`src/rtl/uart_arb_pkg.sv`:
```
// Shared types and constants for the UART transmit arbiter.
package uart_arb_pkg;

  localparam int DEFAULT_NUM_REQ = 4;
  localparam int BYTE_W          = 8;

  typedef enum logic [1:0] {
    S_IDLE      = 2'd0,
    S_LOAD      = 2'd1,
    S_WAIT_BUSY = 2'd2,
    S_WAIT_DONE = 2'd3
  } arb_state_t;

endpackage

```
`src/rtl/uart_tx_arbiter_rr_pick.sv`:
```
// Combinational round-robin picker: first set request searching upward from ptr+1, wrapping.
module rr_pick #(
  parameter int unsigned N = 4,
  parameter int unsigned W = 2
) (
  input  logic [N-1:0] req,
  input  logic [W-1:0] ptr,
  output logic         any,
  output logic [W-1:0] winner
);

  int unsigned idx;

  // Scan from lowest priority to highest so the last hit is the nearest one after ptr.
  always_comb begin
    any    = |req;
    winner = '0;
    idx    = 0;
    for (int unsigned i = N; i > 0; i--) begin
      idx = (32'(ptr) + i) % N;
      if (req[idx]) begin
        winner = W'(idx);
      end
    end
  end

endmodule

```
`src/rtl/uart_tx_arbiter.sv`:
```
// Round-robin sharing of one 8N1 UART transmitter among NUM_REQ byte requesters.
// Optional UART_ARB_LOCK_EN adds req_lock to keep a multi-byte frame on one requester.
module uart_tx_arbiter
  import uart_arb_pkg::*;
#(
  parameter  int NUM_REQ = DEFAULT_NUM_REQ,
  localparam int ID_W    = $clog2(NUM_REQ)
) (
  input  logic                      clk_50m,
  input  logic                      rst,
  input  logic [NUM_REQ-1:0]        req,
  input  logic [NUM_REQ*BYTE_W-1:0] req_data,
`ifdef UART_ARB_LOCK_EN
  input  logic [NUM_REQ-1:0]        req_lock,
`endif
  output logic [NUM_REQ-1:0]        ack,
  output logic                      tx_en,
  output logic [BYTE_W-1:0]         tx_data,
  input  logic                      tx_busy,
  output logic [ID_W-1:0]           grant_id,
  output logic                      active
);

  arb_state_t           state, state_nxt;
  logic [ID_W-1:0]      ptr;
  logic [NUM_REQ-1:0]   cand;
  logic                 pick_any;
  logic [ID_W-1:0]      pick_id;
  logic                 grant;

`ifdef UART_ARB_LOCK_EN
  logic                 lock_on;
  logic [ID_W-1:0]      lock_id;
  logic                 lock_hold;

  // A lock only restricts candidates while its owner still asserts req_lock.
  assign lock_hold = lock_on && req_lock[lock_id];

  always_comb begin
    cand = req;
    if (lock_hold) begin
      cand          = '0;
      cand[lock_id] = req[lock_id];
    end
  end

  always_ff @(posedge clk_50m or posedge rst) begin
    if (rst) begin
      lock_on <= 1'b0;
      lock_id <= '0;
    end else if (state == S_WAIT_DONE && !tx_busy) begin
      lock_on <= req_lock[grant_id];
      lock_id <= grant_id;
    end else if (state == S_IDLE && lock_on && !req_lock[lock_id]) begin
      lock_on <= 1'b0;
    end
  end
`else
  assign cand = req;
`endif

  rr_pick #(
    .N (NUM_REQ),
    .W (ID_W)
  ) u_pick (
    .req    (cand),
    .ptr    (ptr),
    .any    (pick_any),
    .winner (pick_id)
  );

  always_ff @(posedge clk_50m or posedge rst) begin
    if (rst) begin
      state <= S_IDLE;
    end else begin
      state <= state_nxt;
    end
  end

  // Idle also waits out tx_busy so a reset during a byte cannot overlap a new load.
  always_comb begin
    state_nxt = state;
    grant     = 1'b0;
    tx_en     = 1'b0;
    ack       = '0;
    unique case (state)
      S_IDLE: begin
        if (pick_any && !tx_busy) begin
          grant     = 1'b1;
          state_nxt = S_LOAD;
        end
      end
      S_LOAD: begin
        tx_en         = 1'b1;
        ack[grant_id] = 1'b1;
        state_nxt     = S_WAIT_BUSY;
      end
      S_WAIT_BUSY: begin
        if (tx_busy) state_nxt = S_WAIT_DONE;
      end
      S_WAIT_DONE: begin
        if (!tx_busy) state_nxt = S_IDLE;
      end
      default: state_nxt = S_IDLE;
    endcase
  end

  assign active = (state != S_IDLE);

  always_ff @(posedge clk_50m or posedge rst) begin
    if (rst) begin
      ptr      <= ID_W'(NUM_REQ - 1);
      grant_id <= '0;
      tx_data  <= '0;
    end else begin
      if (grant) begin
        grant_id <= pick_id;
        tx_data  <= req_data[BYTE_W*pick_id +: BYTE_W];
      end
      if (state == S_LOAD) begin
        ptr <= grant_id;
      end
    end
  end

endmodule

```
`config.mk`:
```
export PLATFORM = sky130hd
export DESIGN_NAME = uart_tx_arbiter
export DESIGN_NICKNAME = d
export VERILOG_FILES = /design/src/rtl/uart_arb_pkg.sv /design/src/rtl/uart_tx_arbiter_rr_pick.sv /design/src/rtl/uart_tx_arbiter.sv
export SDC_FILE = /design/constraint.sdc
export NUM_CORES = 1
export LEC_CHECK = 0
export CAP_MARGIN = 0
export CORE_MARGIN = 5
export CORE_UTILIZATION = 37
export DETAILED_ROUTE_END_ITERATION = 10
export PLACE_DENSITY = 0.87
export SETUP_SLACK_MARGIN = 0.05
export SYNTH_ARGS = -nofsm -noshare
export SYNTH_HDL_FRONTEND = slang
export SYNTH_SLANG_ARGS = --single-unit
```
`constraint.sdc`:
```
create_clock -name clk_50m -period 1.8 [get_ports clk_50m]
set_input_delay 0.54 -clock clk_50m [delete_from_list [all_inputs] [get_ports clk_50m]]
set_output_delay 0.54 -clock clk_50m [all_outputs]
set_load 0.01 [all_outputs]
```
# [Word-level counts from Yosys, hierarchy flattened]
# Index checks and enable logic that the tools add are counted.
[totals] inputBits=39 reg_bits=14 out_inout_bits=16
[classes] n_lt_le_gt_ge=6 add_sub_neg=4 mux=22 n_reduce_logical=7 n_eq_ne=6 shift=1
[op_table] cell="indexed part select 32 x 6 -> 8 bit" n=1
[op_table] cell="less-than comparator 2 x 3 -> 1 bit (second input constant)" n=5
[op_table] cell="2-to-1 mux 2 bit" n=7
[op_table] cell="binary-select mux 1 bit (select 2 bit)" n=4
[op_table] cell="2-to-1 mux 1 bit" n=8
[op_table] cell="one-hot mux 2 bit (4 select lines)" n=1
[op_table] cell="!= test 2 bit (second input constant)" n=3
[op_table] cell="adder 2 x 1 -> 2 bit (second input constant)" n=2
[op_table] cell="adder 2 bit (second input constant)" n=2
[op_table] cell="== test 2 bit (second input constant)" n=2
[op_table] cell="2-to-1 mux 4 bit" n=1
[op_table] cell="OR reduction 4 bit" n=1
[op_table] cell="AND reduction 3 bit" n=1
[op_table] cell="demux 1 bit (select 2 bit)" n=1
[op_table] cell="== test 2 x 1 -> 1 bit (second input constant)" n=1
[op_table] cell=">= comparator 2 x 1 -> 1 bit (second input constant)" n=1
[op_table] cell="logical AND 1 bit" n=2
[op_table] cell="zero test 2 bit" n=1
[op_table] cell="nonzero test 2 bit" n=1
[op_table] cell="zero test 1 bit" n=1

# [Longest topological paths before layout]
[depth] depth_word=8 depth_mapped=6 ltp_nobuf=6

# [Cells and area by module]
# From an unflattened synthesis, not the netlist that was laid out.
[hier_totals] cells_unflattened=74 area_unflattened_um2=938.4
[by_module_without_submodules] mod="uart_tx_arbiter" cells_per_inst=60 n_inst=1 area_per_inst_um2=847.1
[by_module_without_submodules] mod="rr_pick" cells_per_inst=14 n_inst=1 area_per_inst_um2=91.3

# [Least setup slack after synthesis]
# No wires, ideal clock.
[synth_timing] kind="reg2out" start="register state[1]" end="output port ack[0]" n_path_buf=0 slack_ns=0.150 path_stages_with_launch=4 t_arrival_ns=1.110 path_cell_list="dfrtp_1 -> inv_1 -> ha_1 -> nor3b_1"
[synth_via] elab_chain_cells=2
[synth_lines] item="start: declaration" line_no="uart_tx_arbiter.sv:24" text="arb_state_t state, state_nxt;"
[synth_lines] item="start signal: assignment" line_no="uart_tx_arbiter.sv:76" text="state <= state_nxt;"
[synth_lines] item="== test 2 x 1 -> 1 bit" line_no="uart_tx_arbiter.sv:86" text="unique case (state)"
[synth_lines] item="2-to-1 mux 4 bit" line_no="uart_tx_arbiter.sv:86"
[synth_lines] item="end: declaration" line_no="uart_tx_arbiter.sv:16" text="output logic [NUM_REQ-1:0] ack,"
# No other way between the ends.

# [Final worst setup path]
# Same ends and word-level chain as after synthesis.

==> out/qor.txt <==
Synthesis Warnings -> 0
Distinct cell type count after synthesis -> 30
Slowest stage cell, crit path -> dfrtp_1
Chip Width -> 60.7 um
Initial antenna violation count -> 0
Unrepaired setup endpoints after global routing -> yes
Core Region -> 0.00248 mm^2
Max transition margin -> 63.1%
F_max -> 0.569 GHz
Reg2reg start -> ptr[1]
Synth Instances -> 95
Overall Global Routing Usage -> 18.1%
Final Util -> 71.6%
Seq/Total Area, Yosys -> 37.2%
Clk buf depth -> 2
Delay-heaviest family, CP -> flip-flops
Commonest cells post-synth -> mux2i_1 (16), nand2_1 (14), dfrtp_1 (12), o221ai_1 (8), inv_1 (6)
Pwr Total -> 0.00242 W
Ratio of final minimum period to clock period -> 97.6%
Critical Path AT -> 1.22 ns
TritonCTS Buffers -> 3
CP Max Fanout -> 6
Worst-Margin Slew -> 0.552 ns
Hold Crit Class -> flop to flop
First-pass GRT wire length -> 4.91 mm
Post-synth EDFFs -> 0
Largest net degree at the start of global routing -> 15
Share of the synthesized area in the top cell type -> 31.6%
Max capacitance violation total -> 0
Worst Path Required -> 1.26 ns
Async SR Flop Fraction -> 100%
WL/cell -> 16.3 um
Area growth syn-to-layout -> 86.7%
Tmin final -> 1.76 ns
Row count -> 18
Crit path launch -> state[1]
Final hold vios -> 0
IO Port Bufs -> 54
Vias -> 1037
CP Buf/Inv Count -> 2
Power per cell area -> 1360 mW/mm^2
Clk_skew -> 0.00960 ns
LEAKAGE -> 0.846 nW
Syn Nets -> 139
I/O Pins -> 55
Startpoint Class -> flop
CP peak stage delay -> 0.39 ns
Drt drc -> 0
Synthesis-stage register bit count -> 14
Diodes inserted -> 0
Syn avg cell area -> 10.0 um^2
Initial Utilization -> 38.3%
Worst-path clk slew -> 0.10 ns
Clock Power Share -> 9.9%
Reg power frac -> 24.6%
CTS root buffer -> clkbuf_4
Vias per inst -> 5.24
Synth top area cells -> dfrtp_1 (32%), mux2i_1 (17%), o221ai_1 (7.4%)
Hpwl dp -> 2.29 mm
Top-count cell post-synth -> mux2i_1
Status -> finished clean
Critical hold path startpoint -> tx_data[4]
Share of post-route cells with drive strength above 1 -> 29.8%
Final nets -> 213
CTS HTree Levels -> 1
Clock Latency Late Sink -> 0.30 ns
Top_reg_cell synth -> dfrtp_1
# clock sinks -> 14
Number of global-route vias before repair -> 1101
DRT Wirelength -> 3.23 mm
VDD IR max -> 0.765 mV
Synthesized area -> 950 um^2
Comb power frac -> 65.5%
Worst setup path category -> flop to output port
Die area -> 0.00368 mm^2
Final Max Tran Viols -> 0
Sw Pwr -> 0.000941 W
DRT Pass-1 Iters -> 4
1st-iter DRT viols -> 24
CTS tree -> yes
Sw Share -> 38.9%
Remaining global-route overflow -> 0
CP endpoint kind -> output port
Pint -> 0.00148 W
Area leader, netlist -> dfrtp_1
Die height -> 60.7 um
Placer's final routability congestion estimate -> 0.804
Final setup viols -> 0
Crit-path cells -> inv_2 > ha_4 > nor3b_2 > buf_2
Detail Route Antenna Nets -> 0
==> tightest hold or removal path, delay by kind of cell, from the launching register on <==
| kind | cells | cell delay (ns) |
|---|---|---|
| DFF | 1 | 0.36 |
| and+or+nand+nor | 1 | 0.06 |
| AOI/OAI and AO/OA | 1 | 0.04 |
==> timing repair <==
action                     4_1_cts  5_1_grt
pin swaps                        5        5
hold buffers                     0        0
setup buffers                    5        0
setup endpoints to repair       26       15
cloned                           1        0
gates resized for setup         54       12
==> layer usage <==
layer / track usage [%] / up-vias / routed length (um)
met4: 8.98 / 0 / 76
li1: - / 497 / -
met2: 31.3 / 52 / 1610
met3: 5.32 / 9 / 294
met1: 20.2 / 479 / 1250
met5: 0 / - / 0
==> cell type report <==
cell class,instances,area (um^2)
Fill cell,188,704
Clock buffer,4,36.3
Multi-Input combinational cell,72,636
Timing Repair Buffer,72,684
Tap cell,30,37.5
Sequential cell,14,354
Inverter,6,25.0
==> final timing paths <==
| check | endpoint | slack (ns) | cells after the start |
|---|---|---|---|
| max reg2reg | tx_data[2] | 0.06 | 6 |
| min reg2reg | tx_data[4] | 0.49 | 2 |
| min in group asynchronous | tx_data[0] | 0.59 | 2 |
| min | tx_data[4] | 0.49 | 2 |
| max | ack[0] | 0.04 | 4 |
| max in group asynchronous | grant_id[0] | 0.82 | 2 |
==> power groups by stage <==
| stage | logic, W | clock network (W) | registers, W |
|---|---|---|---|
| after floorplan | 0.000615 | 0 | 0.000636 |
| final | 0.00158 | 0.000240 | 0.000595 |
| after global routing | 0.00171 | 0.000253 | 0.000613 |
| after global placement | 0.00130 | 0 | 0.000598 |
| after detailed placement | 0.00136 | 0 | 0.000600 |
| after CTS | 0.00156 | 0.000241 | 0.000590 |
==> metrics by stage <==
step                cells  instance area (um^2)  hold slack (ns)  TNS (ns)  setup slack (ns)
finish                198                  1770            0.495         0            0.0433
global route          198                  1770            0.524   -0.0819           -0.0390
CTS                   199                  1760            0.499         0            0.0181
detailed placement    189                  1620            0.478     -5.55            -0.479
global placement      189                  1620            0.469     -4.35            -0.384
floorplan              95                   950            0.428         0             0.150
==> state kept, by name, summed over array words and instances, names as in the netlist <==
signal	flops
ptr	2
state	2
grant_id	2
tx_data	8
==> cells by family after synthesis <==
group / share of synthesized area [%]
compound gates: 17.0
fa+ha+maj: 6.59
buf+inv: 4.48
flops: 37.2
mux: 19.2
simple gates: 15.5
==> placed cells by master (no fill, tap or decap), drive strengths merged <==
master and count:
o41ai 1, nor3 1, mux2i 16, mux2 2, ha 5, o221ai 8, inv 6, o32ai 1
nand2b 3, dlygate4sd2 11, and3b 1, dfstp 2, a21o 1, buf 24, and2 1, or2 1
nor2 3, a21oi 1, dlymetal6s2s 3, nand3b 1, nand2 14, o21ai 5, dfrtp 12, a211oi 1
a31oi 1, clkdlybuf4s50 34, clkbuf 4, nand3 1, nor2b 1, nor3b 1, nor4 1, and3 1
Power figures use the tool's default switching activity.
